**src/rtl/tl_a_burst_arbiter.sv**
```systemverilog
// ============================================================================
// Module  : tl_a_burst_arbiter
// Brief   : Round-robin TileLink A-channel arbiter with burst locking and
//           D-channel response routing by requester ID.
// Revision: 1.0
// ============================================================================
`default_nettype none

module tl_a_burst_arbiter #(
    parameter int N_REQ  = 3,
    parameter int ID_W   = 2,
    parameter int SRC_W  = 3,
    parameter int ADDR_W = 25,
    parameter int DATA_W = 64
) (
    input  logic                      clock,
    input  logic                      reset,

    input  logic [N_REQ-1:0]          in_a_valid,
    output logic [N_REQ-1:0]          in_a_ready,
    input  logic [3*N_REQ-1:0]        in_a_opcode,
    input  logic [4*N_REQ-1:0]        in_a_size,
    input  logic [SRC_W*N_REQ-1:0]    in_a_source,
    input  logic [ADDR_W*N_REQ-1:0]   in_a_address,
    input  logic [8*N_REQ-1:0]        in_a_mask,
    input  logic [DATA_W*N_REQ-1:0]   in_a_data,

    output logic                      out_a_valid,
    input  logic                      out_a_ready,
    output logic [2:0]                out_a_opcode,
    output logic [3:0]                out_a_size,
    output logic [ID_W+SRC_W-1:0]     out_a_source,
    output logic [ADDR_W-1:0]         out_a_address,
    output logic [7:0]                out_a_mask,
    output logic [DATA_W-1:0]         out_a_data,

    input  logic                      out_d_valid,
    output logic                      out_d_ready,
    input  logic [ID_W+SRC_W-1:0]     out_d_source,
    output logic [N_REQ-1:0]          in_d_valid,
    input  logic [N_REQ-1:0]          in_d_ready,

    output logic                      route_err
);

    typedef enum logic [1:0] {
        S_IDLE  = 2'd0,
        S_HOLD  = 2'd1,
        S_BURST = 2'd2
    } state_t;

    state_t            r_state;
    logic [ID_W-1:0]   r_grant;
    logic [ID_W-1:0]   r_last;
    logic [2:0]        r_cnt;
    logic              r_route_err;

    logic [ID_W-1:0]   w_idle_grant;
    logic [ID_W-1:0]   w_grant;
    logic              w_sel_valid;
    logic              w_valid;
    logic              w_fire;
    logic [2:0]        w_op;
    logic [3:0]        w_size;
    logic [SRC_W-1:0]  w_src;
    logic [ADDR_W-1:0] w_addr;
    logic [7:0]        w_mask;
    logic [DATA_W-1:0] w_data;
    logic              w_multi;
    logic [2:0]        w_cnt_load;
    logic [ID_W-1:0]   w_d_id;
    logic              w_d_hit;

    // Scan downward over offsets so the smallest offset from last winner+1 wins.
    always_comb begin
        w_idle_grant = r_last;
        for (int k = N_REQ; k >= 1; k--) begin
            int idx;
            idx = (int'(r_last) + k) % N_REQ;
            if (in_a_valid[idx]) begin
                w_idle_grant = ID_W'(idx);
            end
        end
    end

    assign w_grant = (r_state == S_IDLE) ? w_idle_grant : r_grant;

    always_comb begin
        w_sel_valid = 1'b0;
        w_op        = '0;
        w_size      = '0;
        w_src       = '0;
        w_addr      = '0;
        w_mask      = '0;
        w_data      = '0;
        for (int i = 0; i < N_REQ; i++) begin
            if (w_grant == ID_W'(i)) begin
                w_sel_valid = in_a_valid[i];
                w_op        = in_a_opcode[i*3 +: 3];
                w_size      = in_a_size[i*4 +: 4];
                w_src       = in_a_source[i*SRC_W +: SRC_W];
                w_addr      = in_a_address[i*ADDR_W +: ADDR_W];
                w_mask      = in_a_mask[i*8 +: 8];
                w_data      = in_a_data[i*DATA_W +: DATA_W];
            end
        end
    end

    assign w_valid = ~reset & w_sel_valid;
    assign w_fire  = w_valid & out_a_ready;

    always_comb begin
        in_a_ready = '0;
        for (int i = 0; i < N_REQ; i++) begin
            in_a_ready[i] = ~reset & out_a_ready & in_a_valid[i] & (w_grant == ID_W'(i));
        end
    end

    assign out_a_valid   = w_valid;
    assign out_a_opcode  = w_op;
    assign out_a_size    = w_size;
    assign out_a_source  = {w_grant, w_src};
    assign out_a_address = w_addr;
    assign out_a_mask    = w_mask;
    assign out_a_data    = w_data;

    // Data-carrying opcodes (0..3) span 2^(size-3) beats, clamped at 8.
    assign w_multi = (w_op[2] == 1'b0) && (w_size > 4'd3);

    always_comb begin
        case (w_size)
            4'd4:    w_cnt_load = 3'd1;
            4'd5:    w_cnt_load = 3'd3;
            default: w_cnt_load = 3'd7;
        endcase
    end

    always_ff @(posedge clock) begin
        if (reset) begin
            r_state <= S_IDLE;
            r_cnt   <= 3'd0;
            r_grant <= '0;
            r_last  <= ID_W'(N_REQ - 1);
        end else begin
            case (r_state)
                S_IDLE, S_HOLD: begin
                    if (w_fire) begin
                        if (w_multi) begin
                            r_state <= S_BURST;
                            r_grant <= w_grant;
                            r_cnt   <= w_cnt_load;
                        end else begin
                            r_state <= S_IDLE;
                            r_last  <= w_grant;
                        end
                    end else if (w_valid && (r_state == S_IDLE)) begin
                        r_state <= S_HOLD;
                        r_grant <= w_grant;
                    end
                end
                S_BURST: begin
                    if (w_fire) begin
                        if (r_cnt == 3'd1) begin
                            r_state <= S_IDLE;
                            r_last  <= r_grant;
                            r_cnt   <= 3'd0;
                        end else begin
                            r_cnt <= r_cnt - 3'd1;
                        end
                    end
                end
                default: begin
                    r_state <= S_IDLE;
                end
            endcase
        end
    end

    // D routing: unknown IDs are sunk so the downstream never stalls on them.
    assign w_d_id = out_d_source[ID_W+SRC_W-1:SRC_W];

    always_comb begin
        in_d_valid  = '0;
        out_d_ready = 1'b1;
        w_d_hit     = 1'b0;
        for (int i = 0; i < N_REQ; i++) begin
            if (w_d_id == ID_W'(i)) begin
                w_d_hit       = 1'b1;
                in_d_valid[i] = out_d_valid;
                out_d_ready   = in_d_ready[i];
            end
        end
    end

    always_ff @(posedge clock) begin
        if (reset) begin
            r_route_err <= 1'b0;
        end else if (out_d_valid && !w_d_hit) begin
            r_route_err <= 1'b1;
        end
    end

    assign route_err = r_route_err;

endmodule

`default_nettype wire

```
**config.mk**
```make
export PLATFORM = sky130hd
export DESIGN_NAME = tl_a_burst_arbiter
export DESIGN_NICKNAME = d
export VERILOG_FILES = /design/src/rtl/tl_a_burst_arbiter.sv
export SDC_FILE = /design/constraint.sdc
export NUM_CORES = 1
export LEC_CHECK = 0
export BUFFER_PORTS_ARGS = -buffer_cell sky130_fd_sc_hd__buf_2
export CORE_AREA = 2 2 178 180
export DETAILED_ROUTE_END_ITERATION = 10
export DIE_AREA = 0 0 180 182
export PLACE_DENSITY = 0.38
export SYNTH_ARGS = -nofsm -noshare
export SYNTH_HDL_FRONTEND = slang
export SYNTH_SLANG_ARGS = --single-unit
```
**constraint.sdc**
```tcl
create_clock -name clock -period 7.9 [get_ports clock]
set_input_delay 1.58 -clock clock [delete_from_list [all_inputs] [get_ports clock]]
set_output_delay 1.58 -clock clock [all_outputs]
set_load 0.02 [all_outputs]
```
==> results.sh, run 1 <==
export IMPL_synthSimpleGateAreaFrac_pct=20.7
export IMPL_status="finished clean"
export IMPL_synthFlopType="dfxtp_1"
export IMPL_die_x_um=180
export IMPL_path_class="input port to primary output"
export IMPL_cts_buffers=3
export IMPL_place_gp_congestion=0.784
export IMPL_top_layer="met4"
export IMPL_worst_slew_pin_slew_ns=0.611
export IMPL_synth_yosys_warnings=0
export IMPL_io_buffer_count=450
export IMPL_drtIter0Drc=257
export IMPL_drive_above_1_share_pct=52.1
export IMPL_clk_latency_ns=0.23
export IMPL_synth_distinct_cells=39
export IMPL_rsz0062_at_grt="false"
export IMPL_setup_viol=0
export IMPL_ant_nets=0
export IMPL_muxShareOfSynthArea_pct=36.6
export IMPL_final_period_utilization_pct=71.9
export IMPL_hold_buffers=0
export IMPL_synth_fp_nets=815
export IMPL_dr_wl_met3_mm=1.21
export IMPL_clockRootBuffer="clkbuf_16"
export IMPL_diodes=0
export IMPL_finalPower_mw=2.33
export IMPL_seq_area_frac_synth_pct=6.52
export IMPL_worst_path_most_repeated_cell="buf_2"
export IMPL_worstPathCellList="buf_2 -> nor2b_1 -> o21a_1 -> o21ai_1 -> o211a_4 -> and2_4 -> buf_12 -> nand2_1 -> o21ai_0 -> buf_2"
export IMPL_cp_num_buf_inv=3
export IMPL_grt_usage_pct=9.60
export IMPL_synth_compound_area_share_pct=27.5
export IMPL_cp_max_fo=62
export IMPL_synth_edf_count=0
export IMPL_multi_input_area_um2=2670
export IMPL_met1_length_mm=7.36
export IMPL_final_area_um2=5810
export IMPL_antenna_found_initial=0
export IMPL_ir_drop_v=0.000181
export IMPL_grt_ovfl_total=0
export IMPL_synthArstFlopShare_pct=0
export IMPL_hp_class="register to register"
export IMPL_wl_per_cell_um=13.5
export IMPL_synthCells=474
export IMPL_fin_crit_ns=5.68
export IMPL_hpwl_mm=14.8
export IMPL_num_io_pins=454
export IMPL_critPathArrivalTime_ns=4.10
export IMPL_leakagePower_nw=3.33
export IMPL_area_growth_syn_to_layout_pct=89.1
export IMPL_num_rows=65
export IMPL_initial_core_util_pct=9.91
export IMPL_core_um2=31000
export IMPL_grt_pass1_vias=4757
export IMPL_synth_xor_area_share_pct=0
export IMPL_dieArea_um2=32800
export IMPL_post_cts_setup_buffer_count=0
export IMPL_clk_pin_slew_ns=0.04
export IMPL_fmax_mhz=176
export IMPL_yosys_area_share_adder_pct=2.04
export IMPL_final_nets=1238
export IMPL_wirelength_mm=17.6
export IMPL_seq_area_um2=200
export IMPL_htree_levels=1
export IMPL_syn_area_per_cell_um2=6.48
export IMPL_mostFrequentLayoutCells="450 x buf_2, 123 x nand2_1, 113 x o21ai_0"
export IMPL_wl_met2_mm=8.79
export IMPL_mostFrequentLayoutCell="buf_2"
export IMPL_syn_area_um2=3070
export IMPL_cp_end_kind="primary output"
export IMPL_cts_tree="built"
export IMPL_fp_dieH_um=182
export IMPL_cp_slowest_cell="and2_4"
export IMPL_finalHoldViolations=0
export IMPL_fillers=3560
export IMPL_crit_family="compound AO/OA/AOI/OAI gates"
export IMPL_dr_pass1_iters=5
export IMPL_max_slew_margin_rel_pct=59.3
export IMPL_grt_pass1_wl_mm=25.8
export IMPL_cts_resized_gates=0
export IMPL_required_ns=6.32
export IMPL_grt_start_max_net_pins=66
export IMPL_max_stage_delay_ns=0.59
export IMPL_worstSetupStartpointType="input port"
export IMPL_powerDensity_nw_per_um2=402
export IMPL_place_area_um2=5730
export IMPL_numClockSinks=10
export IMPL_synth_top_family_by_area="multiplexers"
export IMPL_final_max_slew_viol_count=0
export IMPL_max_cap_viol_count=0
export IMPL_clock_skew_ns=0.00319
export IMPL_clock_path_buffers=2
export IMPL_routed_via_density=3.83
export IMPL_vias=4970
export IMPL_synth_ff_latch_count=10
export IMPL_drc_errors=0
export IMPL_fin_setup_tns_ns=0
final cells by class:
type	count	area share, %
multi-input combinational	416	46.0
sequential	10	3.45
timing repair buffer	455	39.9
clock buffer	3	1.29
tap	402	8.66
inverter	11	0.711
cells in the mapped netlist, types with 2 or more instances:
master     instances  share of area [%]
nand2_1          123                 15
o21ai_0          113                 18
mux2i_1          110                 36
clkbuf_1          25                3.1
inv_1             11                1.3
dfxtp_1           10                6.5
nor2_1             9                1.1
buf_2              8                1.3
nor2b_1            8                1.6
ha_1               5                2.0
a21oi_1            4               0.65
a31oi_1            3               0.61
nand2b_1           3               0.61
nor3b_1            3               0.73
o211ai_1           3               0.73
o21ai_1            3               0.49
a2bb2oi_2          2               0.98
and2_1             2               0.41
buf_1              2               0.24
buf_6              2               0.73
mux2_2             2               0.73
o21a_1             2               0.49
o22ai_1            2               0.41
o2bb2ai_1          2               0.57
o31ai_1            2               0.49
o41ai_1            2               0.57
stage by stage:
stage / hold slack (ns) / utilization [%] / worst slack (ns) / std cells
floorplan: 0.439 / - / 2.76 / 474
global placement: 0.457 / 18.5 / 2.13 / 1294
detailed placement: 0.455 / 18.5 / 2.16 / 1294
CTS: 0.460 / 18.7 / 2.15 / 1297
global route: 0.499 / 18.7 / 1.94 / 1297
finish: 0.457 / 18.7 / 2.22 / 1297
path summary, 6_finish.rpt:
check,from,endpoint,slack (ns),cells past startpoint
setup / recovery,in_a_valid[1],out_a_data[54],2.22,10
hold reg to reg,r_cnt[1],r_cnt[1],0.46,2
hold / removal,r_cnt[1],r_cnt[1],0.46,2
setup reg to reg,r_last[0],r_cnt[2],4.15,11
cells by family (layout without fill, tap and decap cells):
family	after synthesis	count (layout)
and+or+nand+nor	153	153
AOI/OAI and AO/OA	146	146
muxes	112	112
buffers and inverters	48	469
DFF	10	10
adders and majority gates	5	5
power breakdown:
part | leakage, nW | total [mW] | internal (mW) | switching, mW
clock | 0.0370 | 0.0874 | 0.0655 | 0.0219
sequential | 0.0817 | 0.0802 | 0.0672 | 0.0130
combinational | 3.21 | 2.17 | 0.768 | 1.40
total | 3.33 | 2.33 | 0.901 | 1.43
worst min-delay path, cell delays in order (launching register included):
cell and delay (ns):
dfxtp_1 0.30, nand2_1 0.05, mux2i_1 0.05
registers in the layout (all words and copies together) (netlist names):
name	count
r_grant	2
route_err	1
r_last	2
r_state	2
r_cnt	3
metal layers:
metal	GRT usage [%]	up-vias
li1	-	2528
met1	12.5	2188
met2	17.2	242
met3	1.16	12
met4	1.50	0
met5	0	-
(Power assumes the default switching activity.)
==> inputs of run 2 (changes only) <==
CORE_AREA = 2 2 177 179   (was 2 2 178 180)
DIE_AREA = 0 0 179 181   (was 0 0 180 182)
PLACE_DENSITY = 0.39   (was 0.38)
clock period = 4.9 ns   (was 7.9 ns; I/O delays follow)
==> results.sh, run 2 (synthesized netlist as in run 1, its figures left out) <==
export IMPL_r2r_end="r_cnt[2]"
export IMPL_wirelength_mm=16.8
export IMPL_place_gp_congestion=0.795
export IMPL_largest_reg_flops=3
export IMPL_grt_pass1_wl_mm=24.7
export IMPL_intPower_mw=1.54
export IMPL_clock_path_buffers=2
export IMPL_antenna_found_initial=0
export IMPL_hold_buffers=0
export IMPL_setup_ws_ns=0.874
export IMPL_finalNonFillerCells=1296
export IMPL_fin_crit_ns=4.03
export IMPL_cts_buffers=3
export IMPL_fp_dieH_um=181
export IMPL_rsz0062_at_grt="false"
export IMPL_final_period_utilization_pct=82.2
export IMPL_setup_viol=0
export IMPL_dr_pass1_iters=4
export IMPL_critPathArrivalTime_ns=3.05
export IMPL_vias=4994
export IMPL_fin_util_pct=19.4
export IMPL_grt_usage_pct=9.43
export IMPL_max_slew_margin_rel_pct=66.0
export IMPL_cts_resized_gates=0
export IMPL_ant_nets=0
export IMPL_io_buffer_count=450
export IMPL_clk_pin_slew_ns=0.04
export IMPL_mostFrequentLayoutCells="450 x buf_2, 123 x nand2_1, 113 x o21ai_0"
export IMPL_hpwl_mm=14.0
export IMPL_worst_path_most_repeated_cell="buf_2"
export IMPL_crit_start="in_a_valid[1]"
export IMPL_area_growth_syn_to_layout_pct=91.5
export IMPL_clk_latency_ns=0.24
export IMPL_registers_top_by_ff_count="r_cnt"
export IMPL_fin_setup_tns_ns=0
export IMPL_max_cap_viol_count=0
export IMPL_grt_start_max_net_pins=115
export IMPL_clkPwrFrac_pct=4.3
export IMPL_worst_r2r_cell_count=12
export IMPL_cp_slowest_cell="a221oi_2"
export IMPL_worstSetupStartpointType="input port"
export IMPL_crit_path_end="out_a_data[31]"
export IMPL_max_stage_delay_ns=0.36
export IMPL_die_x_um=179
export IMPL_required_ns=3.92
export IMPL_numClockSinks=10
export IMPL_clockRootBuffer="clkbuf_16"
export IMPL_power_share_sequential_pct=3.3
export IMPL_powerDensity_nw_per_um2=657
export IMPL_final_nets=1242
export IMPL_cts_tree="built"
export IMPL_initial_core_util_pct=10.1
export IMPL_pwr_share_comb_pct=92.4
export IMPL_cp_max_fo=39
export IMPL_hp_class="register to register"
export IMPL_holdPathStages=2
export IMPL_post_cts_setup_buffer_count=0
export IMPL_drive_above_1_share_pct=52.3
export IMPL_dpl_cell_count=1292
export IMPL_grt_pass1_vias=4987
export IMPL_finalPower_mw=3.86
export IMPL_wl_per_cell_um=12.9
export IMPL_crit_family="buffers and inverters"
export IMPL_place_area_um2=5790
export IMPL_htree_levels=1
export IMPL_dp_slack_ns=0.861
export IMPL_routed_via_density=3.85
export IMPL_worst_path_stages=11
export IMPL_mostFrequentLayoutCell="buf_2"
export IMPL_drtIter0Drc=146
export IMPL_holdWs_ns=0.461
export IMPL_grt_ovfl_total=0
export IMPL_leakagePower_nw=3.37
export IMPL_p_switching_mw=2.33
export IMPL_dieArea_um2=32400
export IMPL_status="finished clean"
export IMPL_cp_num_buf_inv=4
export IMPL_num_io_pins=454
export IMPL_cp_end_kind="primary output"
export IMPL_path_class="input port to primary output"
export IMPL_clock_skew_ns=0.000266
export IMPL_finalHoldViolations=0
export IMPL_min_from="r_cnt[1]"
export IMPL_num_rows=64
export IMPL_ir_drop_v=0.000311
export IMPL_p_sw_share_pct=60.2
export IMPL_worstReg2RegStart="r_last[0]"
export IMPL_final_area_um2=5880
export IMPL_r2r_setup_slack_ns=1.51
export IMPL_fmax_mhz=248
export IMPL_drc_errors=0
export IMPL_final_max_slew_viol_count=0
export IMPL_diodes=0
export IMPL_core_um2=30300
export IMPL_worstPathCellList="buf_2 -> nor2b_1 -> o21ai_1 -> a221oi_2 -> a2bb2oi_4 -> and2_4 -> buf_12 -> buf_4 -> nand2_1 -> o21ai_0 -> buf_2"
export IMPL_worst_slew_pin_slew_ns=0.510
-- run 2: changes by cell type in the layout (fill, tap and decap cells not counted) --
cell      previous run  this run
buf_12               2         5
buf_4                3         4
clkbuf_8             0         1
-- run 2: worst min-delay path by stage --
stage / endpoint / slack, ns
2_1_floorplan: r_cnt[1] / 0.44
3_3_place_gp: r_cnt[1] / 0.45
3_5_place_dp: r_cnt[1] / 0.46
4_1_cts: r_cnt[1] / 0.47
5_1_grt: r_cnt[1] / 0.49
6_report: r_cnt[1] / 0.46
-- run 2: cell type report --
| cell class | count | area, um^2 |
|---|---|---|
| Timing Repair Buffer | 459 | 2380 |
| Clock buffer | 4 | 88.8 |
| Multi-Input combinational cell | 416 | 2670 |
| Fill cell | 3502 | 24500 |
| Tap cell | 396 | 495 |
| Inverter | 11 | 41.3 |
| Sequential cell | 10 | 200 |
-- run 2: routing by layer --
metal  global-route usage [%]  vias up  share of wire, %
li1                         -     2540                 -
met1                     10.7     2194                39
met2                     18.4      244                52
met3                     1.14       16               8.1
met4                     1.85        0               1.5
met5                        0        -                 0
-- run 2: worst min-delay path, stage by stage, from the launching register on --
cell	delay, ns
dfxtp_1	0.30
nand2_1	0.05
mux2i_1	0.05
-- run 2: power by group through the flow --
stage	Clock [mW]	Combinational, mW	Sequential, mW
CTS	0.170	3.62	0.129
global placement	0	3.63	0.130
detailed placement	0	3.61	0.131
finish	0.166	3.57	0.129
global route	0.175	3.90	0.134
floorplan	0	2.41	0.125
